[config.mk]
export PLATFORM = sky130hd
export DESIGN_NAME = mefi_board_emu
export DESIGN_NICKNAME = d
export VERILOG_FILES = /design/src/rtl/mefi_board_emu.sv
export SDC_FILE = /design/constraint.sdc
export NUM_CORES = 1
export LEC_CHECK = 0
export ABC_AREA = 1
export CAP_MARGIN = 15
export CORE_UTILIZATION = 47
export DETAILED_ROUTE_END_ITERATION = 16
export GPL_TIMING_DRIVEN = 1
export PLACE_DENSITY = 0.86
export SETUP_SLACK_MARGIN = 0.4
export SLEW_MARGIN = 15
export SYNTH_ARGS = -nofsm -noshare
export SYNTH_HDL_FRONTEND = slang
export SYNTH_SLANG_ARGS = --single-unit
[constraint.sdc]
create_clock -name CLK -period 3.4 [get_ports CLK]
set_input_delay 0.68 -clock CLK [delete_from_list [all_inputs] [get_ports CLK]]
set_output_delay 0.68 -clock CLK [all_outputs]
set_load 0.05 [all_outputs]
[src/rtl/mefi_board_emu.sv]
// -----------------------------------------------------------------------------
// mefi_board_emu
//
// Emulates the button/LED board behind a multiplexed 8x8 matrix scanner.
// The scanner drives one row at a time (BROW) together with that row's LED
// columns (BCOL_LED). The emulator answers with the pressed buttons of the
// selected row on BCOL_SENSE (active-low). It also assembles the LED columns
// of all eight rows into a frame, which is published on LEDS.
//
// A row is trusted only after it has been one-hot and unchanged for SETTLE
// synchronized cycles. Multi-hot row drive is flagged on ROW_ERR and never
// captured.
//
// Ports
//   CLK         sole clock, rising edge
//   RST_N       asynchronous active-low reset
//   BROW[7:0]   row select from scanner (bit k = row k, zero = blanking)
//   BCOL_LED    LED column drive for the selected row
//   PRESSED     emulated button state, bit 8*r+c = button (r,c)
//   BCOL_SENSE  registered, active-low column sense for the selected row
//   LEDS        last complete LED frame, bit 8*r+c = LED (r,c)
//   FRAME_STB   one-cycle pulse when LEDS updates
//   ROW_ERR     one-cycle pulse on entry into a multi-hot row condition
//   CUR_ROW     index of the most recently settled row
//   ROW_VALID   high while a settled row is being held
// -----------------------------------------------------------------------------
module mefi_board_emu #(
  parameter int unsigned SETTLE = 4
) (
  input  logic        CLK,
  input  logic        RST_N,
  input  logic [7:0]  BROW,
  input  logic [7:0]  BCOL_LED,
  input  logic [63:0] PRESSED,
  output logic [7:0]  BCOL_SENSE,
  output logic [63:0] LEDS,
  output logic        FRAME_STB,
  output logic        ROW_ERR,
  output logic [2:0]  CUR_ROW,
  output logic        ROW_VALID
);

  localparam logic [1:0] ST_IDLE   = 2'd0;
  localparam logic [1:0] ST_SETTLE = 2'd1;
  localparam logic [1:0] ST_HOLD   = 2'd2;
  localparam logic [1:0] ST_ERR    = 2'd3;

  localparam logic [7:0] SETTLE_CNT = 8'(SETTLE);

  // Two-flop synchronizers; everything downstream uses s_row / s_col.
  logic [7:0] row_meta, s_row;
  logic [7:0] col_meta, s_col;

  logic [1:0]  state, state_nxt;
  logic [7:0]  cnt, cnt_nxt;
  logic [2:0]  row_k, row_k_nxt;
  logic [63:0] shadow;
  logic [7:0]  mask, mask_nxt;

  logic       row_blank, row_multi, row_onehot;
  logic [2:0] row_idx;
  logic       start;
  logic       capture;
  logic       commit;

  // Row classification: clearing the lowest set bit leaves something behind
  // only if two or more bits were set.
  assign row_blank  = (s_row == 8'h00);
  assign row_multi  = ((s_row & (s_row - 8'h01)) != 8'h00);
  assign row_onehot = !row_blank && !row_multi;

  always_comb begin
    row_idx = 3'd0;
    for (int i = 0; i < 8; i++) begin
      if (s_row[i]) row_idx = 3'(i);
    end
  end

  // A full mask means the shadow holds a complete frame; it is copied out on
  // the following cycle.
  assign commit = (mask == 8'hFF);

  // NOTE: every output of this block gets a default first, so no path can
  // leave a value unassigned and infer a latch.
  always_comb begin
    state_nxt = state;
    cnt_nxt   = cnt;
    row_k_nxt = row_k;
    start     = 1'b0;
    capture   = 1'b0;

    case (state)
      ST_IDLE: begin
        if (row_multi)       state_nxt = ST_ERR;
        else if (row_onehot) start     = 1'b1;
      end
      ST_SETTLE: begin
        if (row_multi)                 state_nxt = ST_ERR;
        else if (row_blank)            state_nxt = ST_IDLE;
        else if (row_idx != row_k)     start     = 1'b1;
        else begin
          cnt_nxt = cnt + 8'd1;
          if (cnt + 8'd1 == SETTLE_CNT) begin
            state_nxt = ST_HOLD;
            capture   = 1'b1;
          end
        end
      end
      ST_HOLD: begin
        if (row_multi)             state_nxt = ST_ERR;
        else if (row_blank)        state_nxt = ST_IDLE;
        else if (row_idx != row_k) start     = 1'b1;
      end
      default: begin  // ST_ERR
        if (row_blank)       state_nxt = ST_IDLE;
        else if (row_onehot) start     = 1'b1;
      end
    endcase

    // Any (re)start of settling counts its first cycle. With SETTLE = 1 that
    // first cycle already satisfies the requirement, so go straight to HOLD.
    if (start) begin
      row_k_nxt = row_idx;
      cnt_nxt   = 8'd1;
      if (SETTLE_CNT == 8'd1) begin
        state_nxt = ST_HOLD;
        capture   = 1'b1;
      end else begin
        state_nxt = ST_SETTLE;
      end
    end
  end

  // A capture on the commit cycle starts the next frame with only its own bit.
  always_comb begin
    mask_nxt = commit ? 8'h00 : mask;
    if (capture) mask_nxt[row_k_nxt] = 1'b1;
  end

  // NOTE: sequential state uses non-blocking assignments only, so every
  // register samples the pre-edge values. This is what lets the commit copy
  // the old shadow while a coincident capture writes the new row.
  always_ff @(posedge CLK or negedge RST_N) begin
    if (!RST_N) begin
      row_meta   <= 8'h00;
      s_row      <= 8'h00;
      col_meta   <= 8'h00;
      s_col      <= 8'h00;
      state      <= ST_IDLE;
      cnt        <= 8'd0;
      row_k      <= 3'd0;
      // NOTE: the shadow frame is reset on purpose. A reset mid-frame must not
      // let stale rows leak into the next published frame.
      shadow     <= 64'd0;
      mask       <= 8'h00;
      LEDS       <= 64'd0;
      FRAME_STB  <= 1'b0;
      ROW_ERR    <= 1'b0;
      CUR_ROW    <= 3'd0;
      ROW_VALID  <= 1'b0;
      BCOL_SENSE <= 8'hFF;
    end else begin
      row_meta <= BROW;
      s_row    <= row_meta;
      col_meta <= BCOL_LED;
      s_col    <= col_meta;

      state <= state_nxt;
      cnt   <= cnt_nxt;
      row_k <= row_k_nxt;

      ROW_ERR   <= (state_nxt == ST_ERR) && (state != ST_ERR);
      ROW_VALID <= (state_nxt == ST_HOLD);
      if (capture) begin
        CUR_ROW                          <= row_k_nxt;
        shadow[{row_k_nxt, 3'b000} +: 8] <= s_col;
      end

      mask      <= mask_nxt;
      FRAME_STB <= commit;
      if (commit) LEDS <= shadow;

      BCOL_SENSE <= row_onehot ? ~PRESSED[{row_idx, 3'b000} +: 8] : 8'hFF;
    end
  end

endmodule

* After elaboration in Yosys (flattened, before gate mapping)
Cells that the tools add are included. W data, S select, Z words.
Word-level totals: output and inout bits 78, word-level logic and storage cells 88, register bits 195, input bits 82
Cells by class: reductions and logical operators 11, equality and inequality tests 11, shift-type cells 3, add/subtract/negate cells 3, mux-type cells 40, order comparisons 2, bitwise logic cells 3
Operators by type and width (count):
- $bwmux W64 | 1
- $mux W8 | 8
- $shift A8 B8 Y64 const A | 1
- $shiftx A64 B7 Y8 | 1
- $shiftx A8 B8 Y64 | 1
- $mux W2 | 9
- $mux W3 | 6
- $mux W1 | 13
- $add A8 B1 Y8 const B | 1
- $and A8 B8 Y8 | 1
- $eq A8 B3 Y1 const B | 1
- $eq A8 B8 Y1 const B | 1
- $logic_not A8 Y1 | 1
- $neg A6 Y8 | 1
- $not A8 Y8 | 1
- $or A8 B8 Y8 | 1
- $reduce_bool A8 Y1 | 1
- $sub A8 B1 Y8 const B | 1
- $eq A2 B2 Y1 const B | 3
- $pmux W2 S3 | 1
- $lt A3 B4 Y1 const B | 1
- $ne A2 B1 Y1 const B | 2
- $ne A2 B2 Y1 const B | 2
- $reduce_and A4 Y1 | 1
- other kinds (10) | 13

* Depth between registers and ports, before layout
Gate-level depths: netlist (run 1).
depth in word-level cells 19, mapped depth 25, gate-level depth less buffers 23

* Worst setup path before layout (run 1)
Ideal clock, no wire load.
kind reg2reg, from register s_row[7], to register shadow[0], period minus slack after synthesis 3.348 ns, cell stages (with the launch flop) 19, setup slack 0.052 ns, data required time 3.283 ns, library setup time 0.117 ns, path buffers 1, arrival time 3.231 ns, cell sequence dfrtp_1 nor2_4 a21boi_4 nor2_1 nor2_2 nand3_2 nand2_2 nand2_4 nand2_4 nand2_4 nand2_4 inv_4 ha_1 ha_1 buf_1 nor3b_1 nand2_4 nand2_1 nand2_1
On the way: longest elaborated chain between the ends 12, elaborated cells between the ends (all ways) 25, those cells by class 2 x add/sub; 1 x eq/ne; 2 x shift; 14 x mux; 1 x bitwise; 5 x reduce/logical
Ends and longest elaborated chain:
- start, declared | RTL line 51 | logic [7:0] row_meta, s_row;
- start signal, assigned | RTL line 164 | s_row <= row_meta;
- $sub A8 B1 Y8 | RTL line 69 | assign row_multi = ((s_row & (s_row - 8'h01)) != 8'h00);
- $and A8 B8 Y8 | RTL line 69
- $reduce_bool A8 Y1 | RTL line 69
- $logic_not A1 Y1 | RTL line 70 | assign row_onehot = !row_blank && !row_multi;
- $logic_and A1 B1 Y1 | RTL line 70
- $mux W1 | RTL line 95, 116
- $mux W1, on equally long branches | RTL line 115, 94
- $pmux W1 S2 | RTL line 92 | case (state)
- $mux W3 * | RTL line 122 | if (start) begin
- named net row_k_nxt[0] | RTL line 56 | logic [2:0] row_k, row_k_nxt;
- $neg A6 Y8 * | RTL line 176 | shadow[{row_k_nxt, 3'b000} +: 8] <= s_col;
- $shiftx A8 B8 Y64 / $shift A8 B8 Y64 (equally long branches) | RTL line 176
- $bwmux W64 * | RTL line 176
- end signal, assigned by index | RTL line 176
- end, declared | RTL line 57 | logic [63:0] shadow;
Mark *: on every way through the listed nets, which the timed path passes. The rest lies on a longest branch. A chain may end at the register's enable or synchronous reset.

* Final worst setup path (run 1)
from register s_row[0], to register shadow[17]
On the way: longest elaborated chain between the ends 12, elaborated cells between the ends (all ways) 21, those cells by class 2 x add/sub; 2 x shift; 11 x mux; 1 x bitwise; 5 x reduce/logical
Ends and longest elaborated chain (RTL line):
- $sub A8 B1 Y8 | 69
- $and A8 B8 Y8 | 69
- $reduce_bool A8 Y1 | 69
- $logic_not A1 Y1 | 70
- $logic_and A1 B1 Y1 | 70
- $mux W1 | 95, 116
- $mux W1, on equally long branches | 115, 94
- $pmux W1 S2 * | 92
- $mux W3 * | 122
- named net row_k_nxt[0] | 56
- $neg A6 Y8 * | 176
- $shiftx A8 B8 Y64 / $shift A8 B8 Y64 (equally long branches) | 176
- $bwmux W64 * | 176
Marked as above.

==> results of run 1 <==
[cell families (layout without fill, tap and decap cells)]
logic type / after synthesis / after routing / share of synthesized area [%]
compound gates: 107 / 107 / 7.45
fa+ha+maj: 8 / 8 / 1.18
xor+xnor: 3 / 3 / 0.310
flops: 195 / 195 / 57.6
buf+inv: 81 / 274 / 3.94
simple gates: 557 / 558 / 29.5
[where the power goes]
group          leakage (nW)  internal [mW]  switching (mW)
combinational          2.61          0.639            1.06
clock                 0.280           1.09           0.888
sequential             2.61           2.39          0.0663
[final timing paths]
kind,from,end,slack [ps],cells past startpoint
worst max-delay path,s_row[0]$_DFF_PN0_,shadow[17]$_DFFE_PN0P_,510,17
worst min-delay path,RST_N,LEDS[63]$_DFFE_PN0P_,280,1
worst max register to register,s_row[0]$_DFF_PN0_,shadow[17]$_DFFE_PN0P_,510,17
worst min register to register,col_meta[1]$_DFF_PN0_,s_col[1]$_DFF_PN0_,340,0
max in group asynchronous,RST_N,LEDS[21]$_DFFE_PN0P_,2230,2
min in group CLK,col_meta[1]$_DFF_PN0_,s_col[1]$_DFF_PN0_,340,0
[area by class of cell]
cell class / instances / area, sq um
Inverter: 45 / 181
Sequential cell: 195 / 4890
Multi-Input combinational cell: 676 / 3400
Timing Repair Buffer: 197 / 1930
Tap cell: 225 / 282
Clock inverter: 14 / 155
Fill cell: 1312 / 6210
Clock buffer: 18 / 429
[registers in the layout, indices dropped and copies added (netlist names), 2 cells and up]
name        cells
row_k           3
LEDS           64
cnt             8
BCOL_SENSE      8
s_row           8
s_col           8
state           2
mask            8
col_meta        8
CUR_ROW         3
row_meta        8
shadow         64
[cells in the final DEF (no fill, tap or decap), drive strengths merged, types with 16 or more instances in the layout]
cell           count
o211ai            16
nand2            373
clkdlybuf4s50    158
nand3             48
nand4             35
o21ai             77
dfrtp            187
clkbuf            19
nor2              94
inv               48
buf               38
[routing by layer]
| layer | global-route usage, % | vias up | wire length, microns |
|---|---|---|---|
| met3 | 4.88 | 60 | 1500 |
| met4 | 9.14 | 0 | 632 |
| met5 | 0 | - | 0 |
| li1 | - | 3446 | - |
| met1 | 32.7 | 3436 | 9200 |
| met2 | 38.7 | 322 | 10800 |
[metrics by stage]
step,worst slack (ps),area (sq um)
finish,509,11300
global placement,260,10300
CTS,404,11000
floorplan,371,8490
detailed placement,150,10300
global route,310,11300
[Yosys cell counts, drive strengths merged]
| cell | n | area [sq um] |
|---|---|---|
| nor3 | 2 | 21.3 |
| nor3b | 2 | 15.0 |
| or2 | 3 | 18.8 |
| o21ai | 77 | 415 |
| o221ai | 1 | 8.76 |
| xor2 | 3 | 26.3 |
| clkbuf | 25 | 93.8 |
| buf | 11 | 66.3 |
| dfrtp | 187 | 4680 |
| a21oi | 9 | 45.0 |
| o211ai | 16 | 120 |
| nand4 | 35 | 225 |
| a21boi | 1 | 18.8 |
| a31o | 1 | 8.76 |
| dfstp | 8 | 210 |
| nand3b | 1 | 7.51 |
| nor2 | 94 | 463 |
| inv | 45 | 174 |
| nand3 | 48 | 280 |
| o21a | 2 | 15.0 |
| ha | 8 | 100 |
| nand2 | 372 | 1470 |
[what timing repair did]
item | CTS | global route
gates cloned | 0 | 1
setup endpoints to repair | 59 | 64
gates resized for setup | 13 | 22
pin swaps | 9 | 15
buffers inserted | 9 | 16
==> summary.md, run 1 <==
## Logic synthesis
- cells after synthesis: 951
- cell area after synthesis: 0.00848 sq mm
- portion of the post-synthesis area used by sequential elements: 57.6%
- Post-Synthesis Net Count: 1041
- number of unique standard cell types used by synthesis: 39
- register bit count reported by yosys: 195
- count of synthesis-stage warnings from yosys: 0
- mean instance size in the synthesized netlist: 8.92 sq um

## Timing
- final setup fails: 0
- highest clock rate: 0.346 GHz
- normalized max-slew margin: 42.7%
- final hold slack: 282 ps
- final sum of negative setup slack: 0 ps
- fin crit share: 85.0%
- count of final max-slew check failures: 0
- RSZ-0062 raised after global routing: false
- count of endpoints failing hold in the final timing report: 0
- Clock Skews: 13.4 ps
- post-layout minimum cycle time: 2890 ps
- pin slew with the least headroom to its limit: 859 ps

## Global route
- initial antenna violation count: 0
- largest net degree at the start of global routing: 83
- Congestion Overflow GR: 0
- first-pass GRT wire length: 34600 microns
- number of global-route vias before repair: 6910
- overall global routing resource usage: 24.3%

## Floorplanning
- I/O pins: 160
- height of the chip: 136 microns
- standard-cell rows: 48
- floorplan die area: 0.0186 sq mm
- DIE WIDTH: 136 microns
- Core Area: 0.0175 sq mm
- effective utilization at floorplan: 48.5%

## Worst setup path
- critical path required time: 3720 ps
- Buffers & Inverters on Critical Path: 3
- CP most frequent cell: nand2_1
- worst setup path category: flip-flop to flip-flop
- CP Data Arrival Time: 3210 ps
- largest fanout on the critical path: 7
- CP peak stage delay: 380 ps
- kind of start point of the critical path: flip-flop
- highest-delay cell along the critical path: dfrtp_1
- Worst setup EP type: flip-flop
- family with the most delay on the worst path: simple AND/OR/NAND/NOR gates
- cells traversed along the worst timing path: or2_1, nand2_1, o21ai_1, nor2_1, nand2_2, nor2_8, buf_4, nand3_4, nand2_4, inv_8, ha_4, ha_4, inv_4, nor3_4, nand3_4, nand2_1, nand2_1

## Place
- number of instances in the placed design: 1312
- final RePlAce weighted congestion: 0.903
- sum of net half-perimeters after detailed placement: 14300 microns
- number of port buffers: 159

## Clock tree
- clock root buffer: clkbuf_16
- clock tree from TritonCTS: done
- Reg clk slew, reported paths: 70 ps
- H-tree lvl count: 4
- hold buffers post-CTS: 0
- largest buffer count on any clock path: 2
- insertion delay to the later sink of the worst-skew pair: 440 ps
- number of buffers created by CTS: 17
- clock net sink count: 195

## Pwr
- Peak supply drop: 0.458 mV
- Pleak: 5.50 nW
- power after layout: 6.13 mW
- power density over the cells: 544 mW/mm^2

## Worst hold path
- Hold Path Class: input port to async pin

## Route
- average wire length per cell after detail routing: 16.1 microns
- Final ANT Viol Nets: 0
- number of design-rule violations left by the first detailed-router iteration: 763
- vias per cell: 5.30
- length of the first detailed-routing pass in iterations: 5
- number of vias in the routed layout: 7264
- DRC Markers: 0
- final wirelength: 22100 microns

## Layout
- final design utilization: 64.5%
- total number of nets in the final design: 1222
- share of cells above drive strength 1: 13.4%
- count of antenna diodes in the layout: 0
- P&R area growth vs syn: 32.8%
- final standard cell count with taps included and fillers excluded: 1370

## Status
- run status: completed

## Flow run
- number of violations of the max-capacitance limit: 0

Power figures use the tool's default switching activity.
==> inputs of run 2 (changes only) <==
--- a/config.mk
+++ b/config.mk
@@ -9,7 +9,6 @@
 export CAP_MARGIN = 15
 export CORE_UTILIZATION = 47
 export DETAILED_ROUTE_END_ITERATION = 16
-export GPL_TIMING_DRIVEN = 1
 export PLACE_DENSITY = 0.86
 export SETUP_SLACK_MARGIN = 0.4
 export SLEW_MARGIN = 15
==> constraint.sdc (replaced) <==
create_clock -name CLK -period 2.4 [get_ports CLK]
set_input_delay 0.48 -clock CLK [delete_from_list [all_inputs] [get_ports CLK]]
set_output_delay 0.48 -clock CLK [all_outputs]
set_load 0.05 [all_outputs]
==> summary.md, run 2 (same netlist as run 1, synthesis figures left out) <==
## Worst setup path
- critical path required time: 2760 ps
- Worst setup EP type: flip-flop
- Reg2Reg Capture Point: shadow[23]$_DFFE_PN0P_
- CP Data Arrival Time: 3240 ps
- R2R setup slack: -480 ps
- kind of start point of the critical path: flip-flop
- Worst R2R Start: s_row[6]$_DFF_PN0_
- critical path launch point: s_row[6]$_DFF_PN0_
- largest fanout on the critical path: 7
- depth of the worst register-to-register path: 19
- worst setup path category: flip-flop to flip-flop

## Route
- number of design-rule violations left by the first detailed-router iteration: 761
- routed wire length on met3: 2010 microns
- Final ANT Viol Nets: 0
- sum of met2 wire segment lengths after detailed routing: 12800 microns
- DRC Markers: 0
- average wire length per cell after detail routing: 18.1 microns
- final wirelength: 25800 microns
- length of the first detailed-routing pass in iterations: 7
- highest layer used for signal routing: met4
- routed metal-1 wire length: 9770 microns
- vias per cell: 5.57
- number of vias in the routed layout: 7961

## Clock tree
- clock root buffer: clkbuf_16
- insertion delay to the later sink of the worst-skew pair: 440 ps
- Reg clk slew, reported paths: 70 ps
- clock tree from TritonCTS: done
- largest buffer count on any clock path: 2
- clock net sink count: 195
- hold buffers post-CTS: 0
- number of buffers created by CTS: 17
- H-tree lvl count: 4

## Pwr
- share of power burned in the clock network: 30.5%
- combinational fraction of design power: 33.2%
- Peak supply drop: 0.867 mV
- net switching fraction of the power: 33.4%
- Net Sw Power: 3.19 mW
- sequential group share of total power: 36.3%
- Pleak: 6.33 nW
- Power Internal: 6.37 mW
- power density over the cells: 781 mW/mm^2

## Timing
- fin crit share: 120%
- highest clock rate: 0.348 GHz
- post-layout minimum cycle time: 2880 ps
- count of endpoints failing hold in the final timing report: 0
- smallest setup slack after layout: -476 ps
- pin slew with the least headroom to its limit: 737 ps
- Clock Skews: 13.5 ps
- normalized max-slew margin: 50.8%
- final setup fails: 65
- RSZ-0062 raised after global routing: true
- count of final max-slew check failures: 0

## Global route
- overall global routing resource usage: 25.5%
- number of global-route vias before repair: 7424
- initial antenna violation count: 0
- first-pass GRT wire length: 36600 microns
- Congestion Overflow GR: 0
- largest net degree at the start of global routing: 73

## Status
- violations in the final reports: setup timing
- run status: finished, violations left

## Worst hold path
- Hold Path Class: input port to async pin

## Layout
- P&R area growth vs syn: 44.3%
- fill cell count: 1113
- largest registers in the final layout: LEDS x64, shadow x64
- final design utilization: 70.0%
- most frequent standard cell in the layout excluding fill and tap cells: nand2_1
- share of cells above drive strength 1: 24.9%
- highest-count cells in the layout ignoring fill and taps: nand2_1, dfrtp_1, clkdlybuf4s50_1, dlygate4sd2_1, buf_4
- count of antenna diodes in the layout: 0
- FF+latch area: 0.00489 sq mm
- area of combinational cells with multiple inputs: 0.00380 sq mm
- final standard cell count with taps included and fillers excluded: 1428
- total number of nets in the final design: 1280

## Place
- sum of net half-perimeters after detailed placement: 14800 microns
- number of instances in the placed design: 1361
- number of port buffers: 159
- final RePlAce weighted congestion: 0.879

## Floorplanning
- floorplan die area: 0.0186 sq mm
- DIE WIDTH: 136 microns
- I/O pins: 160
- effective utilization at floorplan: 48.5%
- Core Area: 0.0175 sq mm
- standard-cell rows: 48
- height of the chip: 136 microns

## Flow run
- number of violations of the max-capacitance limit: 0

## run 2: cell types whose count changed in the layout (fill, tap and decap cells not counted), moves of 31 or more
cell / before / now
buf_4: 31 / 64
clkdlybuf4s50_1: 158 / 80
dlygate4sd2_1: 0 / 74
nand2_1: 349 / 313
nand2_2: 15 / 46
o21ai_0: 55 / 22
## run 2: stage by stage
step	total power [mW]	worst slack (ps)	setup TNS (ps)	hold WS (ps)	area, sq um
5_1_grt	9.95	-669	-33630	79.8	12200
3_3_place_gp	5.90	-224	-9790	332	10800
3_5_place_dp	5.95	-338	-14760	335	10800
6_report	9.56	-476	-21960	39.5	12200
4_1_cts	9.03	-337	-13880	61.9	11500
2_1_floorplan	5.19	-334	-14930	184	8650
## run 2: power by group through the flow
stage               Clock [mW]  Sequential [mW]  Combinational (mW)
floorplan                    0             3.55                1.63
global placement             0             3.51                2.39
detailed placement           0             3.51                2.44
CTS                       2.94             3.45                2.64
global route              3.09             3.47                3.38
finish                    2.92             3.47                3.17
## run 2: repair_timing
action                                 4_1_cts  5_1_grt
pin swaps                                   11       59
endpoints found under the hold margin        0        0
cloned                                       1        4
setup endpoints to repair                  168      100
resized for setup                          123      139
setup buffers                                7       23
## run 2: area by class of cell
class	count	area share, %
flip-flops and latches	195	40.0
multi-input cells	676	31.1
repair buffers	255	20.1
clock buffers	21	3.68
well taps	225	2.30
inverters	45	1.59
clock inverters	11	1.26
## run 2: critical path: stages (launching register included)
cell and delay (ps):
dfrtp_1 400, nor2_4 170, a21boi_4 200, nor2_1 80
nor2_2 120, nand3_2 90, nand2_2 80, nand2_4 70
nand2_8 110, nand2_8 60, nand2_8 80, inv_8 30
ha_4 150, ha_4 280, clkinvlp_4 130, nor3_4 220
buf_12 150, buf_6 120, nand4_1 130, nand2_1 120
## run 2: worst max-delay path by stage
| stage | endpoint | cells after the start |
|---|---|---|
| 3_5_place_dp | shadow[9]$_DFFE_PN0P_ | 15 |
| 6_report | shadow[23]$_DFFE_PN0P_ | 19 |
| 4_1_cts | shadow[17]$_DFFE_PN0P_ | 16 |
| 3_3_place_gp | shadow[7]$_DFFE_PN0P_ | 19 |
| 5_1_grt | shadow[21]$_DFFE_PN0P_ | 20 |
| 2_1_floorplan | shadow[22]$_DFFE_PN0P_ | 18 |
## run 2: layer usage
metal	vias up	track usage (%)
met3	132	4.96
met2	479	42.6
met5	-	0
met1	3785	32.0
li1	3565	-
met4	0	11.4
